`config.mk`:
```
export PLATFORM = sky130hd
export DESIGN_NAME = tdm_mux_scan
export DESIGN_NICKNAME = d
export VERILOG_FILES = /design/src/rtl/tdm_mux_pkg.sv /design/src/rtl/tdm_next_ch.sv /design/src/rtl/tdm_mux_scan.sv
export SDC_FILE = /design/constraint.sdc
export NUM_CORES = 1
export LEC_CHECK = 0
export ABC_CLOCK_PERIOD_IN_PS = 1550
export CORE_UTILIZATION = 40
export DETAILED_ROUTE_END_ITERATION = 16
export PLACE_DENSITY = 0.73
export SETUP_SLACK_MARGIN = 0.15
export SLEW_MARGIN = 20
export SYNTH_ARGS = -nofsm -noshare
export SYNTH_HDL_FRONTEND = slang
export SYNTH_SLANG_ARGS = --single-unit
export TNS_END_PERCENT = 20
```
`constraint.sdc`:
```
create_clock -name clk -period 1.55 [get_ports clk]
set_input_delay 0.155 -clock clk [delete_from_list [all_inputs] [get_ports clk]]
set_output_delay 0.155 -clock clk [all_outputs]
set_load 0.1 [all_outputs]
```
`src/rtl/tdm_mux_pkg.sv`:
```
// Shared types and helpers for the time-division output multiplexer.
// The scan-order helper is only exercised when CH_MASK_EN is defined.
package tdm_mux_pkg;

  typedef enum logic [1:0] {
    IDLE,
    SCAN,
    DRAIN
  } state_t;

  // Upper bound on channel count that next_ch can search.
  localparam int unsigned MAX_CH = 64;

  // Returns the lowest index above ptr (ptr = -1 searches from 0) whose
  // mask bit is set and which lies below n; returns n when there is none.
  function automatic int next_ch(input logic [MAX_CH-1:0] mask, input int ptr, input int n);
    int r;
    r = n;
    for (int unsigned i = 0; i < MAX_CH; i++) begin
      if (r == n && int'(i) > ptr && int'(i) < n && mask[i]) begin
        r = int'(i);
      end
    end
    return r;
  endfunction

endpackage

```
`src/rtl/tdm_next_ch.sv`:
```
// Combinational finder for the next enabled scan channel above ptr,
// or the first enabled channel when from_zero is set.
module tdm_next_ch
  import tdm_mux_pkg::*;
#(
  parameter int N_CH  = 4,
  parameter int SEL_W = $clog2(N_CH)
) (
  input  logic [N_CH-1:0]  en,
  input  logic [SEL_W-1:0] ptr,
  input  logic             from_zero,
  output logic [SEL_W-1:0] nxt,
  output logic             found
);

  logic [MAX_CH-1:0] en_w;
  int                base;
  int                r;

  always_comb begin
    en_w            = '0;
    en_w[N_CH-1:0]  = en;
    base            = from_zero ? -1 : int'(32'(ptr));
    r               = next_ch(en_w, base, N_CH);
    found           = (r < N_CH);
    nxt             = SEL_W'(r);
  end

endmodule

```
`src/rtl/tdm_mux_scan.sv`:
```
// N-channel registered multiplexer with manual select and ascending scan bursts.
// Optional CH_MASK_EN adds ch_mask to skip channels during a scan.
module tdm_mux_scan
  import tdm_mux_pkg::*;
#(
  parameter  int N_CH  = 4,
  parameter  int W     = 1,
  localparam int SEL_W = $clog2(N_CH)
) (
  input  logic              clk,
  input  logic              reset,
  input  logic [N_CH*W-1:0] d,
  input  logic              mode,
  input  logic [SEL_W-1:0]  sel_in,
  input  logic              start,
  input  logic              out_ready,
  output logic [W-1:0]      y,
  output logic [SEL_W-1:0]  y_ch,
  output logic              y_valid,
  output logic              sel_err,
  output logic              busy,
  output logic              done
`ifdef CH_MASK_EN
  ,
  input  logic [N_CH-1:0]   ch_mask
`endif
);

  state_t           state;
  logic [SEL_W-1:0] ptr;
  logic             load;
  logic             sel_ok;
  logic [W-1:0]     man_data;
  logic [W-1:0]     scan_data;
  logic [SEL_W-1:0] first_ch;
  logic             any_en;
  logic [SEL_W-1:0] nxt_ch;
  logic             is_last;

  assign load   = !y_valid || out_ready;
  assign sel_ok = ({1'b0, sel_in} < (SEL_W+1)'(N_CH));

  // Out-of-range indices match no channel, so both selections fall back to zero.
  always_comb begin
    man_data  = '0;
    scan_data = '0;
    for (int unsigned k = 0; k < N_CH; k++) begin
      if (32'(sel_in) == k) man_data = d[k*W +: W];
      if (32'(ptr) == k)    scan_data = d[k*W +: W];
    end
  end

`ifdef CH_MASK_EN
  logic [N_CH-1:0] en_q;
  logic            has_next;

  tdm_next_ch #(
    .N_CH (N_CH),
    .SEL_W(SEL_W)
  ) u_first (
    .en       (~ch_mask),
    .ptr      ('0),
    .from_zero(1'b1),
    .nxt      (first_ch),
    .found    (any_en)
  );

  tdm_next_ch #(
    .N_CH (N_CH),
    .SEL_W(SEL_W)
  ) u_next (
    .en       (en_q),
    .ptr      (ptr),
    .from_zero(1'b0),
    .nxt      (nxt_ch),
    .found    (has_next)
  );

  assign is_last = !has_next;
`else
  assign first_ch = '0;
  assign any_en   = 1'b1;
  assign nxt_ch   = ptr + SEL_W'(1);
  assign is_last  = (ptr == SEL_W'(N_CH - 1));
`endif

  always_ff @(posedge clk) begin
    if (reset) begin
      state   <= IDLE;
      ptr     <= '0;
      y       <= '0;
      y_ch    <= '0;
      y_valid <= 1'b0;
      sel_err <= 1'b0;
      busy    <= 1'b0;
      done    <= 1'b0;
`ifdef CH_MASK_EN
      en_q    <= '0;
`endif
    end else begin
      done <= 1'b0;
      if (load) begin
        unique case (state)
          IDLE: begin
            if (!mode) begin
              y       <= sel_ok ? man_data : '0;
              y_ch    <= sel_in;
              y_valid <= 1'b1;
              sel_err <= !sel_ok;
            end else begin
              y_valid <= 1'b0;
              if (start) begin
`ifdef CH_MASK_EN
                en_q <= ~ch_mask;
`endif
                // An empty scan set finishes immediately without leaving IDLE.
                if (any_en) begin
                  ptr   <= first_ch;
                  state <= SCAN;
                  busy  <= 1'b1;
                end else begin
                  done <= 1'b1;
                end
              end
            end
          end
          SCAN: begin
            y       <= scan_data;
            y_ch    <= ptr;
            y_valid <= 1'b1;
            ptr     <= nxt_ch;
            if (is_last) state <= DRAIN;
          end
          DRAIN: begin
            // y_valid is always set here, so load implies the last beat is accepted.
            done    <= 1'b1;
            y_valid <= 1'b0;
            busy    <= 1'b0;
            state   <= IDLE;
          end
          default: state <= IDLE;
        endcase
      end
    end
  end

endmodule

```
==> summary.txt <==
Pwr
  – Power per cell area: 1130 mW/mm^2
  – Lkg Pwr: 0.399 nW
  – Max VDD drop: 0.000554 V

Finish
  – Antenna diodes: 0
  – Synth-to-layout area growth: 54.3%
  – Leading cell types in the layout, fill and taps excluded: clkdlybuf4s50_1, buf_4, a21oi_1, ha_1, buf_12
  – Commonest non-fill, non-tap cell in the layout: clkdlybuf4s50_1
  – Final core area utilization: 0.665
  – Layout Nets: 113
  – Layout cells sized above 1: 0.376

Routing
  – Vias per cell: 5.24
  – WL final: 1320 microns
  – Final antenna-violating net count: 0
  – Vias: 571
  – DRC: 0
  – Starting DRT DRC Count: 6
  – First-pass DRT Iterations: 3
  – Routed length per instance: 12.1 microns

Place
  – RePlAce Congestion: 0.803
  – # port buffers: 16
  – Post-DP HPWL: 1080 microns

Logic synthesis
  – Post-synthesis register bit count: 10
  – Syn_area_per_cell: 9.41 sq um
  – Synth unique cells: 28
  – Cells after Synth: 69
  – Sequential share of the synthesized area: 0.308
  – Mapped Nets: 88
  – Synthesized area: 649 sq um
  – YS warnings: 0

Global routing
  – GR Util All Layers: 0.169
  – Largest net degree at the start of global routing: 11
  – Grt ovf: 0
  – Initial antenna violation count: 0
  – Vias in the first global route: 570
  – First-pass GRT wire length: 2270 microns

Setup path
  – RR Endpoint: y
  – Crit start category: flip-flop
  – WP data arrival: 1570 ps
  – Reg2Reg Setup Slack: 120 ps
  – WP data required: 1690 ps
  – CP Capture Type: flip-flop
  – Worst R2R Start: state[0]
  – Worst r2r path cells: 6
  – Critical path peak fanout: 7
  – Crit Path Class: flip-flop to flip-flop

Floorplanning
  – Die X: 42.3 microns
  – Die Y: 42.3 microns
  – Starting Density: 0.431
  – Core Rows: 14
  – Total die area: 0.00179 sq mm
  – I/O pins: 18
  – Core Area: 0.00151 sq mm

Timing
  – Final setup violating endpoints: 0
  – Worst hold slack: 507 ps
  – Fmax: 0.699 GHz
  – Max-slew violation count: 0
  – Min cycle time layout: 1430 ps
  – Final Hold Vio Count: 0
  – RSZ-0062 raised after global routing: yes
  – Setup TNS: 0 ps
  – Period utilization: 0.923
  – Post-Route Skew: 2.99 ps

Clock network
  – Clk pin slew, worst setup/hold paths: 60 ps
  – CTS root buffer: clkbuf_4
  – CTS Buf Count: 3
  – Clk_lat worst skew: 270 ps
  – Hold buffers post-CTS: 0
  – Clk buf depth: 2
  – Clock sinks: 10
  – CTS tree: yes
  – H-tree levels: 1

Worst hold path
  – Worst hold path cell count: 2
  – Hold EP: ptr[0]
  – Worst min path class: flip-flop to flip-flop
  – Hold Startpoint: ptr[0]

Status
  – Status: completed

Flow run
  – Max-Cap Viols: 0
Yosys cell counts (all sizes together):
cell type,n,area [sq um]
a21o,1,8.76
nor4,1,12.5
buf,3,22.5
a2bb2oi,1,8.76
and4,1,8.76
a21oi,7,38.8
nand3,2,10.0
a211oi,5,50.1
ha,8,100
dfxtp,10,200
mux2i,2,20.0
nand2,2,7.51
o21ai,2,10.0
nand3b,1,7.51
nor2,7,31.3
and2b,1,10.0
o21a,1,7.51
inv,6,22.5
a221o,1,10.0
nor3,2,10.0
mux4,1,22.5
conb,1,3.75
nor3b,2,20.0
nand2b,1,6.26
layer usage:
metal / share of wire / routed length, microns / up-vias / track usage
met1: 0.43 / 569 / 267 / 0.180
met4: 0.011 / 14 / 0 / 0.0438
met3: 0.036 / 47 / 3 / 0.0776
li1: - / - / 294 / -
met5: 0 / 0 / - / 0
met2: 0.52 / 691 / 7 / 0.298
registers in the layout, summed over array words and instances, names as in the netlist:
name	count
y	1
ptr	2
state	2
y_valid	1
busy	1
done	1
y_ch	2
worst max-delay path, cell delays in order, from the launching register on:
cell and delay, ps:
dfxtp_4 370, inv_4 60, ha_4 180, nor2_4 50, a211oi_4 330, nor3b_2 250, nor4_2 60
worst max path at each step:
stage	from	end	slack, ps	cells after the start
final	state[0]	y	120	6
after global routing	ptr[1]	y	50	6
after CTS	state[0]	y	120	6
after detailed placement	out_ready	y	-100	5
after global placement	out_ready	y	-40	5
after floorplan	ptr[1]	y	160	6
what timing repair did:
action / CTS / global route
resized for setup: 11 / 0
hold endpoints to repair: 0 / 0
setup endpoints to repair: 4 / 5
setup buffers: 3 / 0
pin swaps: 4 / 0
final cells by class:
class	instances	area (sq um)
clock buffers	4	36.3
fillers	120	504
inverters	6	27.5
multi-input cells	50	434
flip-flops and latches	10	211
well taps	16	20.0
repair buffers	23	273
power by group:
| part | leakage, nW | total [mW] | switching [mW] | internal (mW) |
|---|---|---|---|---|
| clock network | 0.0210 | 0.232 | 0.0892 | 0.143 |
| logic | 0.293 | 0.572 | 0.327 | 0.245 |
| registers | 0.0848 | 0.331 | 0.0387 | 0.293 |
| total | 0.399 | 1.14 | 0.455 | 0.680 |
cells by family after synthesis:
logic type	share of synthesized area
AO/OA/AOI/OAI	0.206
adder cells (fa/ha/maj)	0.154
buffers and inverters	0.0694
flip-flops	0.308
multiplexers	0.0655
other	0.00577
AND/OR/NAND/NOR	0.191
per-stage QoR:
step	setup slack, ps	instance area, sq um	power [mW]	cells
3_3_place_gp	-39.7	910	0.859	102
5_1_grt	46.1	1000	1.19	109
4_1_cts	124	1000	1.14	109
6_report	119	1000	1.14	109
3_5_place_dp	-102	910	0.869	102
2_1_floorplan	161	662	0.689	69
Note: power is estimated with default switching activity, not from simulation.
